$ cat config.mk
export PLATFORM = sky130hd
export DESIGN_NAME = div_lock_det
export DESIGN_NICKNAME = d
export VERILOG_FILES = /design/src/rtl/fmdll_pkg.sv /design/src/rtl/sync_2ff.sv /design/src/rtl/div_lock_det.sv
export SDC_FILE = /design/constraint.sdc
export NUM_CORES = 1
export LEC_CHECK = 0
export CORE_MARGIN = 3
export CORE_UTILIZATION = 56
export CTS_CLUSTER_SIZE = 14
export DETAILED_ROUTE_END_ITERATION = 8
export GPL_TIMING_DRIVEN = 0
export MAX_ROUTING_LAYER = met4
export PLACE_DENSITY = 0.78
export SLEW_MARGIN = 20
export SYNTH_ARGS = -nofsm -noshare
export SYNTH_HDL_FRONTEND = slang
export SYNTH_SLANG_ARGS = --single-unit
$ cat constraint.sdc
create_clock -name clk -period 3.1 [get_ports clk]
set_input_delay 0.62 -clock clk [delete_from_list [all_inputs] [get_ports clk]]
set_output_delay 0.62 -clock clk [all_outputs]
set_load 0.005 [all_outputs]
$ cat src/rtl/fmdll_pkg.sv
// Shared types for the frequency-measure / lock-detect blocks.
// Latency: n/a (types only).
// Backpressure: n/a.
package fmdll_pkg;

    // Lock-detector state encoding shared by the FSM and anything observing it.
    typedef enum logic [1:0] {
        ST_IDLE   = 2'd0,
        ST_ACQ    = 2'd1,
        ST_LOCKED = 2'd2
    } lock_state_t;

endpackage

$ cat src/rtl/sync_2ff.sv
// Two-flop synchronizer for a single asynchronous control bit.
// Latency: 2 clk cycles from i_d to o_q.
// Backpressure: none (free-running).
//
// Ports: clk, rst_n (async active-low), i_d (async input), o_q (synchronized output).
module sync_2ff (
    input  logic clk,
    input  logic rst_n,
    input  logic i_d,
    output logic o_q
);

    logic r_meta;
    logic r_sync;

    always_ff @(posedge clk or negedge rst_n) begin
        if (!rst_n) begin
            r_meta <= 1'b0;
            r_sync <= 1'b0;
        end else begin
            r_meta <= i_d;
            r_sync <= r_meta;
        end
    end

    assign o_q = r_sync;

endmodule

$ cat src/rtl/div_lock_det.sv
// Measures the period of a divided clock in clk cycles and declares frequency lock.
// Latency: 2 clk cycles from a div_in rising edge at the input register to period/err/locked
//          (+2 more when DIV_LOCK_DET_SYNC_EN is defined).
// Backpressure: none; period_vld/err are single-cycle pulses with no handshake.
//
// Ports:
//   clk, rst_n      clock, asynchronous active-low reset
//   div_in          divided clock under test
//   period          last measured period (holds between measurements)
//   period_vld      one-cycle pulse when period updates
//   locked          high while LOCK_CNT consecutive periods matched and none failed since
//   err             one-cycle pulse on a mismatching period or on a missing-edge timeout
// Build option: define DIV_LOCK_DET_SYNC_EN when div_in is asynchronous to clk.
module div_lock_det
    import fmdll_pkg::*;
#(
    parameter int DIV_RATIO = 4,
    parameter int LOCK_CNT  = 8,
    parameter int TOL       = 0,
    parameter int CNT_W     = 8
) (
    input  logic             clk,
    input  logic             rst_n,
    input  logic             div_in,
    output logic [CNT_W-1:0] period,
    output logic             period_vld,
    output logic             locked,
    output logic             err
);

    localparam int MC_W = $clog2(LOCK_CNT + 1);

    localparam logic [CNT_W:0]   RATIO_X  = (CNT_W+1)'(DIV_RATIO);
    localparam logic [CNT_W:0]   TOL_X    = (CNT_W+1)'(TOL);
    // Timeout is taken on the cycle whose update would make elapsed reach the threshold,
    // so an edge in that very cycle still counts as an edge.
    localparam logic [CNT_W-1:0] TO_LAST  = CNT_W'(2 * DIV_RATIO + TOL - 1);
    localparam logic [MC_W-1:0]  LOCK_TGT = MC_W'(LOCK_CNT);

    // ------------------------------------------------------------------
    // Input capture and edge detect
    // ------------------------------------------------------------------
    logic w_div_src;

`ifdef DIV_LOCK_DET_SYNC_EN
    sync_2ff u_sync (
        .clk   (clk),
        .rst_n (rst_n),
        .i_d   (div_in),
        .o_q   (w_div_src)
    );
`else
    assign w_div_src = div_in;
`endif

    logic r_div_s;
    logic r_div_prev;
    logic w_edge;

    always_ff @(posedge clk or negedge rst_n) begin
        if (!rst_n) begin
            r_div_s    <= 1'b0;
            r_div_prev <= 1'b0;
        end else begin
            r_div_s    <= w_div_src;
            r_div_prev <= r_div_s;
        end
    end

    assign w_edge = r_div_s & ~r_div_prev;

    // ------------------------------------------------------------------
    // Elapsed counter: cycles since the last edge cycle, saturating
    // ------------------------------------------------------------------
    logic [CNT_W-1:0] r_elapsed;

    always_ff @(posedge clk or negedge rst_n) begin
        if (!rst_n) begin
            r_elapsed <= '0;
        end else if (w_edge) begin
            r_elapsed <= '0;
        end else if (r_elapsed != {CNT_W{1'b1}}) begin
            r_elapsed <= r_elapsed + CNT_W'(1);
        end
    end

    // ------------------------------------------------------------------
    // Measurement and match decision (one extra bit so the +1 and the
    // absolute difference never wrap)
    // ------------------------------------------------------------------
    logic [CNT_W:0]   w_meas;
    logic [CNT_W:0]   w_diff;
    logic             w_match;
    logic [CNT_W-1:0] w_period_new;

    assign w_meas       = {1'b0, r_elapsed} + (CNT_W+1)'(1);
    assign w_diff       = (w_meas >= RATIO_X) ? (w_meas - RATIO_X) : (RATIO_X - w_meas);
    assign w_match      = (w_diff <= TOL_X);
    assign w_period_new = w_meas[CNT_W] ? {CNT_W{1'b1}} : w_meas[CNT_W-1:0];

    // ------------------------------------------------------------------
    // FSM
    // ------------------------------------------------------------------
    lock_state_t      r_state;
    lock_state_t      w_state_nxt;
    logic [MC_W-1:0]  r_match_cnt;
    logic [MC_W-1:0]  w_match_cnt_nxt;
    logic [MC_W-1:0]  w_cnt_inc;
    logic             w_measure;
    logic             w_timeout;

    logic [CNT_W-1:0] r_period;
    logic             r_period_vld;
    logic             r_locked;
    logic             r_err;
    logic [CNT_W-1:0] w_period_nxt;
    logic             w_period_vld_nxt;
    logic             w_locked_nxt;
    logic             w_err_nxt;

    // The first edge out of IDLE only establishes a reference point.
    assign w_measure = w_edge && (r_state != ST_IDLE);
    assign w_timeout = !w_edge && (r_state != ST_IDLE) && (r_elapsed == TO_LAST);
    assign w_cnt_inc = r_match_cnt + MC_W'(1);

    // State register (outputs are registered alongside the state)
    always_ff @(posedge clk or negedge rst_n) begin
        if (!rst_n) begin
            r_state      <= ST_IDLE;
            r_match_cnt  <= '0;
            r_period     <= '0;
            r_period_vld <= 1'b0;
            r_locked     <= 1'b0;
            r_err        <= 1'b0;
        end else begin
            r_state      <= w_state_nxt;
            r_match_cnt  <= w_match_cnt_nxt;
            r_period     <= w_period_nxt;
            r_period_vld <= w_period_vld_nxt;
            r_locked     <= w_locked_nxt;
            r_err        <= w_err_nxt;
        end
    end

    // Next-state logic
    always_comb begin
        w_state_nxt     = r_state;
        w_match_cnt_nxt = r_match_cnt;
        case (r_state)
            ST_IDLE: begin
                if (w_edge) begin
                    w_state_nxt     = ST_ACQ;
                    w_match_cnt_nxt = '0;
                end
            end
            ST_ACQ: begin
                if (w_edge) begin
                    if (w_match) begin
                        if (w_cnt_inc == LOCK_TGT) begin
                            w_state_nxt     = ST_LOCKED;
                            w_match_cnt_nxt = '0;
                        end else begin
                            w_match_cnt_nxt = w_cnt_inc;
                        end
                    end else begin
                        w_match_cnt_nxt = '0;
                    end
                end else if (w_timeout) begin
                    w_state_nxt     = ST_IDLE;
                    w_match_cnt_nxt = '0;
                end
            end
            ST_LOCKED: begin
                if (w_edge) begin
                    if (!w_match) begin
                        w_state_nxt     = ST_ACQ;
                        w_match_cnt_nxt = '0;
                    end
                end else if (w_timeout) begin
                    w_state_nxt     = ST_IDLE;
                    w_match_cnt_nxt = '0;
                end
            end
            default: begin
                w_state_nxt     = ST_IDLE;
                w_match_cnt_nxt = '0;
            end
        endcase
    end

    // Output logic (values registered on the next clock)
    always_comb begin
        w_period_vld_nxt = w_measure;
        w_period_nxt     = w_measure ? w_period_new : r_period;
        w_err_nxt        = (w_measure && !w_match) || w_timeout;
        w_locked_nxt     = (w_state_nxt == ST_LOCKED);
    end

    assign period     = r_period;
    assign period_vld = r_period_vld;
    assign locked     = r_locked;
    assign err        = r_err;

endmodule

; ---- Yosys cells after proc, flatten, opt, wreduce, memory -nomap -nowiden
; Cells that the tools add are included.
[classes]
addsub = 5
order_cmp = 2
n_eq_ne = 8
muxes = 20
n_bitwise = 2
reduce_logical = 11
[ops]
columns = op, n
row1 = $mux W4, 7
row2 = $mux W8, 3
row3 = $mux W2, 7
row4 = $pmux W4 S3, 1
row5 = $add A8 B1 Y9 const B, 1
row6 = $ge A9 B3 Y1 const B, 1
row7 = $le A9 B1 Y1 const B, 1
row8 = $mux W9, 1
row9 = $sub A3 B9 Y9 const A, 1
row10 = $sub A9 B3 Y9 const B, 1
row11 = $add A8 B1 Y8 const B, 1
row12 = $eq A8 B3 Y1 const B, 1
row13 = $ne A8 B8 Y1 const B, 1
row14 = $pmux W2 S3, 1
row15 = $add A4 B1 Y4 const B, 1
row16 = $eq A2 B2 Y1 const B, 2
row17 = $eq A4 B4 Y1 const B, 1
row18 = $logic_and A1 B1 Y1, 4
row19 = $reduce_bool A2 Y1, 2
row20 = $ne A3 B3 Y1 const B, 1
row21 = $eq A2 B1 Y1 const B, 1
row22 = $logic_not A1 Y1, 2
row23 = $logic_not A2 Y1, 1
row24 = $ne A2 B2 Y1 const B, 1
row25 = 4 further kinds, 4
[word_totals]
register_bits = 27
out_inout_bits = 11
wordCells = 57

; ---- Depth between registers and ports, before layout
; Gate-level depths: netlist of the first run.
[logic_depth]
ltp_word = 9
mapped_depth = 10

; ---- Worst setup path before layout of the first run
; No wires, ideal clock.
[synth_timing]
path_kind = reg2reg
from = register r_elapsed[0]
to = register r_match_cnt[1]
setup_ns = 0.067
arrival_ns = 2.312
required_ns = 3.033
path_slack_ns = 0.721
stages_incl_launch_ff = 10
period_less_slack_ns = 2.379
cell_sequence = dfrtp_1 ha_1 buf_2 xor2_1 ha_1 a2111o_1 o221ai_1 nand2_2 nor3_1 a32o_1
[synth_between]
elab_chain_len = 7
word_cells_on_any_way = 15
cone_classes = add/sub (3) / order compare (2) / eq/ne (2) / mux (6) / reduce/logical (2)
[synth_lines]
columns = element, line
row1 = start: declaration, div_lock_det.sv:75  ; logic [CNT_W-1:0] r_elapsed;
row2 = start signal: assignment, div_lock_det.sv:83  ; r_elapsed <= r_elapsed + CNT_W'(1);
row3 = $add A8 B1 Y9, div_lock_det.sv:96  ; assign w_meas = {1'b0, r_elapsed} + (CNT_W+1)'(1);
row4 = $sub A3 B9 Y9 (tied with other cells), div_lock_det.sv:97  ; assign w_diff = (w_meas >= RATIO_X) ? (w_meas - RATIO_X) : (RATIO_X - w_meas);
row5 = $mux W9, div_lock_det.sv:97
row6 = $le A9 B1 Y1, div_lock_det.sv:98  ; assign w_match = (w_diff <= TOL_X);
row7 = $mux W4, div_lock_det.sv:158  ; if (w_match) begin
row8 = $mux W4, div_lock_det.sv:157  ; if (w_edge) begin
row9 = $pmux W4 S3, div_lock_det.sv:149  ; case (r_state)
row10 = end signal: assignment, div_lock_det.sv:137  ; r_match_cnt <= w_match_cnt_nxt;
row11 = end: declaration, div_lock_det.sv:106  ; logic [MC_W-1:0] r_match_cnt;
; Parallel ways exist; a longest one is shown, timed or not.
; A chain may end at the register's enable or synchronous reset.

; ---- Worst setup path in the final report of the first run
; Same ends and word-level chain as after synthesis.

==> summary.txt, run 1 <==
Synthesis
  – Warnings from Yosys: 0
  – Post-Syn Area: 0.00147 sq mm
  – Post-synthesis xor/xnor area fraction: 2.97%
  – Compound-Gate Fraction of Synth Area: 17.1%
  – Mux contribution to synthesized area: 2.80%
  – Number of distinct library cells after synthesis: 46
  – Post-synthesis async set-or-reset flop share: 100%
  – Largest family of logic cells by synthesized area: simple AND/OR/NAND/NOR gates
  – Mapped Avg Cell Area: 9.63 sq um
  – Sequential share of the synthesized area: 45.9%
  – Cells after Synth: 153
  – Synth Area in Adders: 7.65%
  – Yosys reg bits: 27
  – Post-synth EDFFs: 0
  – Post-synthesis simple-gate area fraction: 19.9%
  – Synthesized net count: 165
  – Prevailing post-synth register cell: dfrtp_1

Clocking
  – Clock Latency Late Sink: 310 ps
  – Total CTS buffers: 3
  – Clk buf depth: 2
  – Quantity of gates resized following cts: 0
  – CTS tree: done
  – Clock slew seen by the registers of the worst setup and hold paths: 130 ps
  – Hold buffers post-CTS: 0
  – Post-CTS setup buffer count: 0
  – H-tree levels: 1
  – Root Buffer: clkbuf_4
  – Clk sinks: 27

Setup path
  – Crit path depth: 9
  – CP arrival: 3080 ps
  – Worst path cell trace: ha_1, buf_2, xor2_1, ha_1, a2111o_1, o221ai_1, nand2_2, nor3_1, a32o_1
  – CP Max Fanout: 8
  – CP delay by family, top: compound AO/OA/AOI/OAI gates
  – CP Launch Point: r_elapsed[0]
  – Req. time, crit path: 3360 ps
  – R2r worst-path depth: 9
  – WP buf/inv: 1
  – R2R Path End: r_match_cnt[1]
  – Worst setup SP type: flip-flop
  – R2R setup slack: 280 ps
  – Top cell by count, worst path: ha_1
  – Crit path capture type: flip-flop
  – Worst R2R Start: r_elapsed[0]
  – Critical path capture point: r_match_cnt[1]
  – Delay of the slowest cell on the worst path: 490 ps
  – Setup CP Type: flip-flop to flip-flop
  – Crit-path slowest cell: dfrtp_1

Cells and area
  – # diodes: 0
  – P&R area growth vs syn: 12.7%
  – Final #Nets: 183
  – Layout fillers: 187
  – Layout cells sized above 1: 9.41%
  – Core Util, Final: 70.3%

Detailed routing
  – Antenna Nets Post-Route: 0
  – Vias: 1177
  – Vias/cell: 5.94
  – Drc violations: 0
  – DR iter-0 viols: 40
  – Drt wl/cell: 14.9 um
  – Drt pass-1 iters: 4
  – Drt total wl: 2950 um

Timing
  – Final hold vios: 0
  – Setup Viol. Count Final: 0
  – Clock Skew: 3.21 ps
  – Hold WS: 283 ps
  – Slew Limit Fails: 0
  – Unrepaired setup endpoints after global routing: no
  – Setup TNS: 0 ps
  – Final Critical Period: 2820 ps
  – Crit share post-route: 90.8%
  – FMAX: 355 MHz
  – Slew @ Worst Pin: 594 ps
  – Relative slew slack: 60.3%

Global route
  – Overall routing resource usage: 21.4%
  – First-pass GRT wire length: 5440 um
  – Number of global-route vias before repair: 1203
  – Initial antenna violation count: 0
  – Largest net degree at the start of global routing: 28
  – Grt total ovfl: 0

Placement
  – Port Buf Inserts: 13
  – Dpl hpwl: 2230 um
  – RePlAce Congestion: 0.893

Floorplan
  – Initial Utilization: 62.4%
  – Die area: 0.00328 sq mm
  – Cell row count: 17
  – Die Span Y: 57.3 um
  – Die Wd: 57.3 um
  – Core Region: 0.00236 sq mm
  – Io pins: 14

Hold path
  – Worst min path class: input port to async pin

Pwr
  – Comb pwr share: 40.5%
  – Clock Power Share: 14.3%
  – Switching Fraction: 36.4%
  – Leak Pwr: 0.753 nW
  – Power per standard cell area: 612 mW/mm^2
  – Peak VDD IR: 0.000455 V
  – Sequential power share: 45.1%
  – P_int: 0.646 mW
  – Net Sw Power: 0.369 mW

Outcome
  – Status: finished, final reports clean

Flow run
  – Maxcap violations: 0
## power by group through the flow
stage / registers (mW) / logic, mW / clock network (mW)
CTS: 0.457 / 0.411 / 0.151
floorplan: 0.457 / 0.269 / 0
detailed placement: 0.464 / 0.409 / 0
finish: 0.458 / 0.411 / 0.146
global placement: 0.458 / 0.386 / 0
global route: 0.468 / 0.465 / 0.167
## worst min path at each step
stage	startpoint	end	slack, ps	depth (start not counted)
6_report	rst_n	period_vld	280	1
3_5_place_dp	r_div_s	r_div_prev	380	0
4_1_cts	rst_n	period[0]	300	1
2_1_floorplan	rst_n	err	320	0
5_1_grt	rst_n	period[0]	320	1
3_3_place_gp	r_div_s	r_div_prev	370	0
## logic make-up (layout without fill, tap and decap cells)
family                   Yosys count  after routing
multiplexers                       4              4
AO/OA/AOI/OAI                     36             36
buffers and inverters             13             30
flip-flops                        27             27
XOR/XNOR                           5              5
AND/OR/NAND/NOR                   59             59
adder cells (fa/ha/maj)            9              9
## flip-flops by register name (all words and copies together), names as in the netlist
name,flops
r_match_cnt,4
period_vld,1
locked,1
r_div_prev,1
err,1
r_state,2
r_div_s,1
r_elapsed,8
period,8
## layout by cell type, fill, tap and decap left out, drive strengths merged, types with 2 or more instances in the layout
cell type      Yosys  layout
nor3               3       3
nand2b             5       5
xor2               4       4
clkdlybuf4s50      0      12
nor2              18      18
o21ai              8       8
nand3              5       5
o221ai             2       2
clkbuf             3       7
and3               2       2
o211ai             2       2
ha                 9       9
buf                2       3
a31oi              2       2
nand2             17      17
inv                8       8
a21oi              9       9
dfrtp             27      27
nor2b              2       2
and2               2       2
a21o               2       2
mux2i              3       3
## layout make-up
| type | count | area (sq um) | share of cell area (%) |
|---|---|---|---|
| Inverter | 8 | 30.0 | 1.81 |
| Buffer | 5 | 25.0 | 1.51 |
| Timing Repair Buffer | 13 | 125 | 7.54 |
| Clock buffer | 4 | 26.3 | 1.58 |
| Sequential cell | 27 | 676 | 40.7 |
| Tap cell | 28 | 35.0 | 2.11 |
| Multi-Input combinational cell | 113 | 742 | 44.7 |
## worst reg2reg max path, delay by kind of cell (launching register included)
family                   cells  cell delay, ps
buffers and inverters        1             170
AO/OA/AOI/OAI                3             700
adder cells (fa/ha/maj)      2             540
flip-flops                   1             490
AND/OR/NAND/NOR              2             550
XOR/XNOR                     1             320
## per-layer routing
layer	routed length, um	vias up	global-route usage, %
met5	0	-	-
li1	-	570	-
met1	1350	571	26.1
met2	1450	29	36.5
met4	36	0	6.62
met3	110	7	3.17
## synthesized netlist by cell type, types with 2 or more instances
cell type | number | area share, %
clkbuf_1 | 2 | 0.51
ha_1 | 9 | 7.6
o221ai_1 | 2 | 1.2
nand3_1 | 4 | 1.4
nand2b_1 | 5 | 2.1
dfrtp_1 | 27 | 46
a21oi_1 | 8 | 2.7
o21ai_0 | 8 | 2.7
o211ai_1 | 2 | 1.0
a31oi_1 | 2 | 0.85
xor2_1 | 4 | 2.4
inv_1 | 8 | 2.0
a21o_1 | 2 | 1.0
nor2b_1 | 2 | 0.85
mux2i_1 | 3 | 2.0
nor3_1 | 3 | 1.0
nor2_1 | 18 | 4.6
nand2_1 | 16 | 4.1
## per-stage QoR
stage / power (mW) / instances / cell area [sq um] / setup slack (ps)
3_5_place_dp: 0.874 / 194 / 1630 / 322
3_3_place_gp: 0.844 / 194 / 1640 / 456
4_1_cts: 1.02 / 198 / 1660 / 291
5_1_grt: 1.10 / 198 / 1660 / 20.6
6_report: 1.02 / 198 / 1660 / 285
2_1_floorplan: 0.726 / 153 / 1470 / 721
(Power assumes the default switching activity.)
==> inputs of run 2 (changes only) <==
--- a/config.mk
+++ b/config.mk
@@ -5,6 +5,7 @@
 export SDC_FILE = /design/constraint.sdc
 export NUM_CORES = 1
 export LEC_CHECK = 0
+export CORE_ASPECT_RATIO = 0.8
 export CORE_MARGIN = 3
 export CORE_UTILIZATION = 56
 export CTS_CLUSTER_SIZE = 14
==> run 2 against run 1 <==
Net effect: cell area rose by 0.75%; non-clock buffer count stayed put; via count is 5.1% lower; clock skew up 4.2 ps; first-iteration DRC count increased by 65%; combinational power shrank 2%; flip-flop and latch count unchanged; clock power up 15%; global-route usage fell by 1.2 points; sequential share of layout area shrank 0.30 points; critical path depth unchanged; total power rose by 1.2%; critical endpoint unchanged.
==> summary.txt, run 2 (synthesis gave the netlist of run 1 again) <==
Pwr
  – Switching Fraction: 37.0% (was 36.4%)
  – Power per standard cell area: 615 mW/mm^2 (was 612 mW/mm^2)
  – Net Sw Power: 0.380 mW (was 0.369 mW)
  – Sequential power share: 44.4% (was 45.1%)
  – Peak VDD IR: 0.000429 V (was 0.000455 V)
  – Leak Pwr: 0.757 nW (was 0.753 nW)
  – P_int: 0.647 mW (was 0.646 mW)
  – Clock Power Share: 16.3% (was 14.3%)
  – Comb pwr share: 39.3% (was 40.5%)

Timing
  – Setup TNS: 0 ps (unchanged)
  – Clock Skew: 7.40 ps (was 3.21 ps)
  – Relative slew slack: 60.8% (was 60.3%)
  – Slew Limit Fails: 0 (unchanged)
  – Unrepaired setup endpoints after global routing: no (unchanged)
  – Crit share post-route: 90.2% (was 90.8%)
  – FMAX: 358 MHz (was 355 MHz)
  – Slew @ Worst Pin: 588 ps (was 594 ps)
  – Final hold vios: 0 (unchanged)
  – Setup Viol. Count Final: 0 (unchanged)
  – Final Critical Period: 2800 ps (was 2820 ps)

Detailed routing
  – DR iter-0 viols: 66 (was 40)
  – Vias: 1117 (was 1177)
  – Drt pass-1 iters: 4 (unchanged)
  – Vias/cell: 5.48 (was 5.94)
  – Drt total wl: 2830 um (was 2950 um)
  – Highest metal used: met4 (unchanged)
  – Antenna Nets Post-Route: 0 (unchanged)
  – Met3 wire len: 95 um (was 110 um)
  – WL met1: 1540 um (was 1350 um)
  – Drc violations: 0 (unchanged)
  – Met2 wire length: 1180 um (was 1450 um)
  – Drt wl/cell: 13.9 um (was 14.9 um)

Clocking
  – Clock Latency Late Sink: 340 ps (was 310 ps)
  – Post-CTS setup buffer count: 0 (unchanged)
  – Clk sinks: 27 (unchanged)
  – Clock slew seen by the registers of the worst setup and hold paths: 160 ps (was 130 ps)
  – Root Buffer: clkbuf_4 (unchanged)
  – H-tree levels: 1 (unchanged)
  – Total CTS buffers: 3 (unchanged)
  – Quantity of gates resized following cts: 0 (unchanged)
  – Hold buffers post-CTS: 0 (unchanged)
  – CTS tree: done (unchanged)
  – Clk buf depth: 2 (unchanged)

Setup path
  – Crit path capture type: flip-flop (unchanged)
  – Setup CP Type: flip-flop to flip-flop (unchanged)
  – Worst setup SP type: flip-flop (unchanged)
  – R2R setup slack: 300 ps (was 280 ps)
  – R2R Path End: r_match_cnt[1] (unchanged)
  – Critical path capture point: r_match_cnt[1] (unchanged)
  – CP arrival: 3080 ps (about the same)
  – CP Launch Point: r_elapsed[0] (unchanged)
  – CP Max Fanout: 8 (unchanged)
  – Worst R2R Start: r_elapsed[0] (unchanged)
  – Req. time, crit path: 3380 ps (was 3360 ps)
  – R2r worst-path depth: 9 (unchanged)

Floorplan
  – Die Wd: 63.3 um (was 57.3 um)
  – Die Span Y: 51.9 um (was 57.3 um)
  – Die area: 0.00328 sq mm (about the same)
  – Io pins: 14 (unchanged)
  – Initial Utilization: 63.3% (was 62.4%)
  – Cell row count: 15 (was 17)
  – Core Region: 0.00233 sq mm (was 0.00236 sq mm)

Global route
  – Grt total ovfl: 0 (unchanged)
  – First-pass GRT wire length: 5000 um (was 5440 um)
  – Number of global-route vias before repair: 1085 (was 1203)
  – Largest net degree at the start of global routing: 28 (unchanged)
  – Initial antenna violation count: 0 (unchanged)
  – Overall routing resource usage: 20.2% (was 21.4%)

Hold path
  – Worst min path class: input port to async pin (unchanged)

Placement
  – Dpl hpwl: 2130 um (was 2230 um)
  – RePlAce Congestion: 0.829 (was 0.893)
  – Port Buf Inserts: 13 (unchanged)
  – Post-DP Area: 0.00164 sq mm (was 0.00163 sq mm)

Cells and area
  – P&R area growth vs syn: 13.5% (was 12.7%)
  – Reg area: 676 sq um (unchanged)
  – Most frequent cells in the layout: 27 x dfrtp_1, 18 x nor2_1, 16 x nand2_1 (unchanged)
  – Leading cell type in the layout, fill and taps excluded: dfrtp_1 (unchanged)
  – # diodes: 0 (unchanged)
  – Layout fillers: 178 (was 187)
  – Layout cells sized above 1: 10.0% (was 9.41%)
  – Final #Nets: 183 (unchanged)
  – Core Util, Final: 71.8% (was 70.3%)
  – Multi-input gate area: 742 sq um (unchanged)
  – Final Cell Area: 0.00167 sq mm (was 0.00166 sq mm)

Outcome
  – Status: finished, final reports clean (unchanged)

Flow run
  – Maxcap violations: 0 (unchanged)
-- run 2: worst min-delay path by stage --
stage            start  slack (ps)      endpoint  depth (start not counted)
4_1_cts          rst_n         270  r_elapsed[0]                          1
3_5_place_dp   r_div_s         380    r_div_prev                          0
3_3_place_gp   r_div_s         380    r_div_prev                          0
6_report         rst_n         250  r_elapsed[0]                          1
5_1_grt          rst_n         280  r_elapsed[0]                          1
2_1_floorplan    rst_n         320           err                          0
-- run 2: cell type report --
class                           instances  area share, %
Multi-Input combinational cell        113           44.4
Sequential cell                        27           40.4
Timing Repair Buffer                   13           7.49
Tap cell                               34           2.54
Inverter                                8           1.80
Buffer                                  5           1.50
Clock buffer                            3           1.35
Clock inverter                          1          0.524
-- run 2: critical path, cell delays in order, from the launching register on --
cell      delay (ps)
dfrtp_1          510
ha_1             230
buf_2            160
xor2_1           300
ha_1             310
a2111o_1         350
o221ai_1         130
nand2_2          150
nor3_1           360
a32o_1           230
-- run 2: power groups by stage --
| stage | registers, mW | logic [mW] | clock network, mW |
|---|---|---|---|
| final | 0.456 | 0.404 | 0.168 |
| after global routing | 0.468 | 0.461 | 0.185 |
| after CTS | 0.456 | 0.406 | 0.171 |
| after detailed placement | 0.463 | 0.404 | 0 |
| after global placement | 0.459 | 0.391 | 0 |
| after floorplan | 0.457 | 0.269 | 0 |
-- run 2: metal layers --
metal / vias to the layer above / track usage (%)
li1: 568 / -
met1: 529 / 28.2
met2: 18 / 30.2
met3: 2 / 4.54
met4: 0 / 4.66
met5: - / -
-- run 2: through the flow --
step / worst slack [ps] / power [mW] / hold slack, ps / instances
final: 305 / 1.03 / 251 / 204
after global routing: 54.8 / 1.11 / 279 / 204
after CTS: 298 / 1.03 / 272 / 204
after detailed placement: 328 / 0.867 / 384 / 200
after global placement: 414 / 0.850 / 377 / 200
after floorplan: 721 / 0.726 / 324 / 153
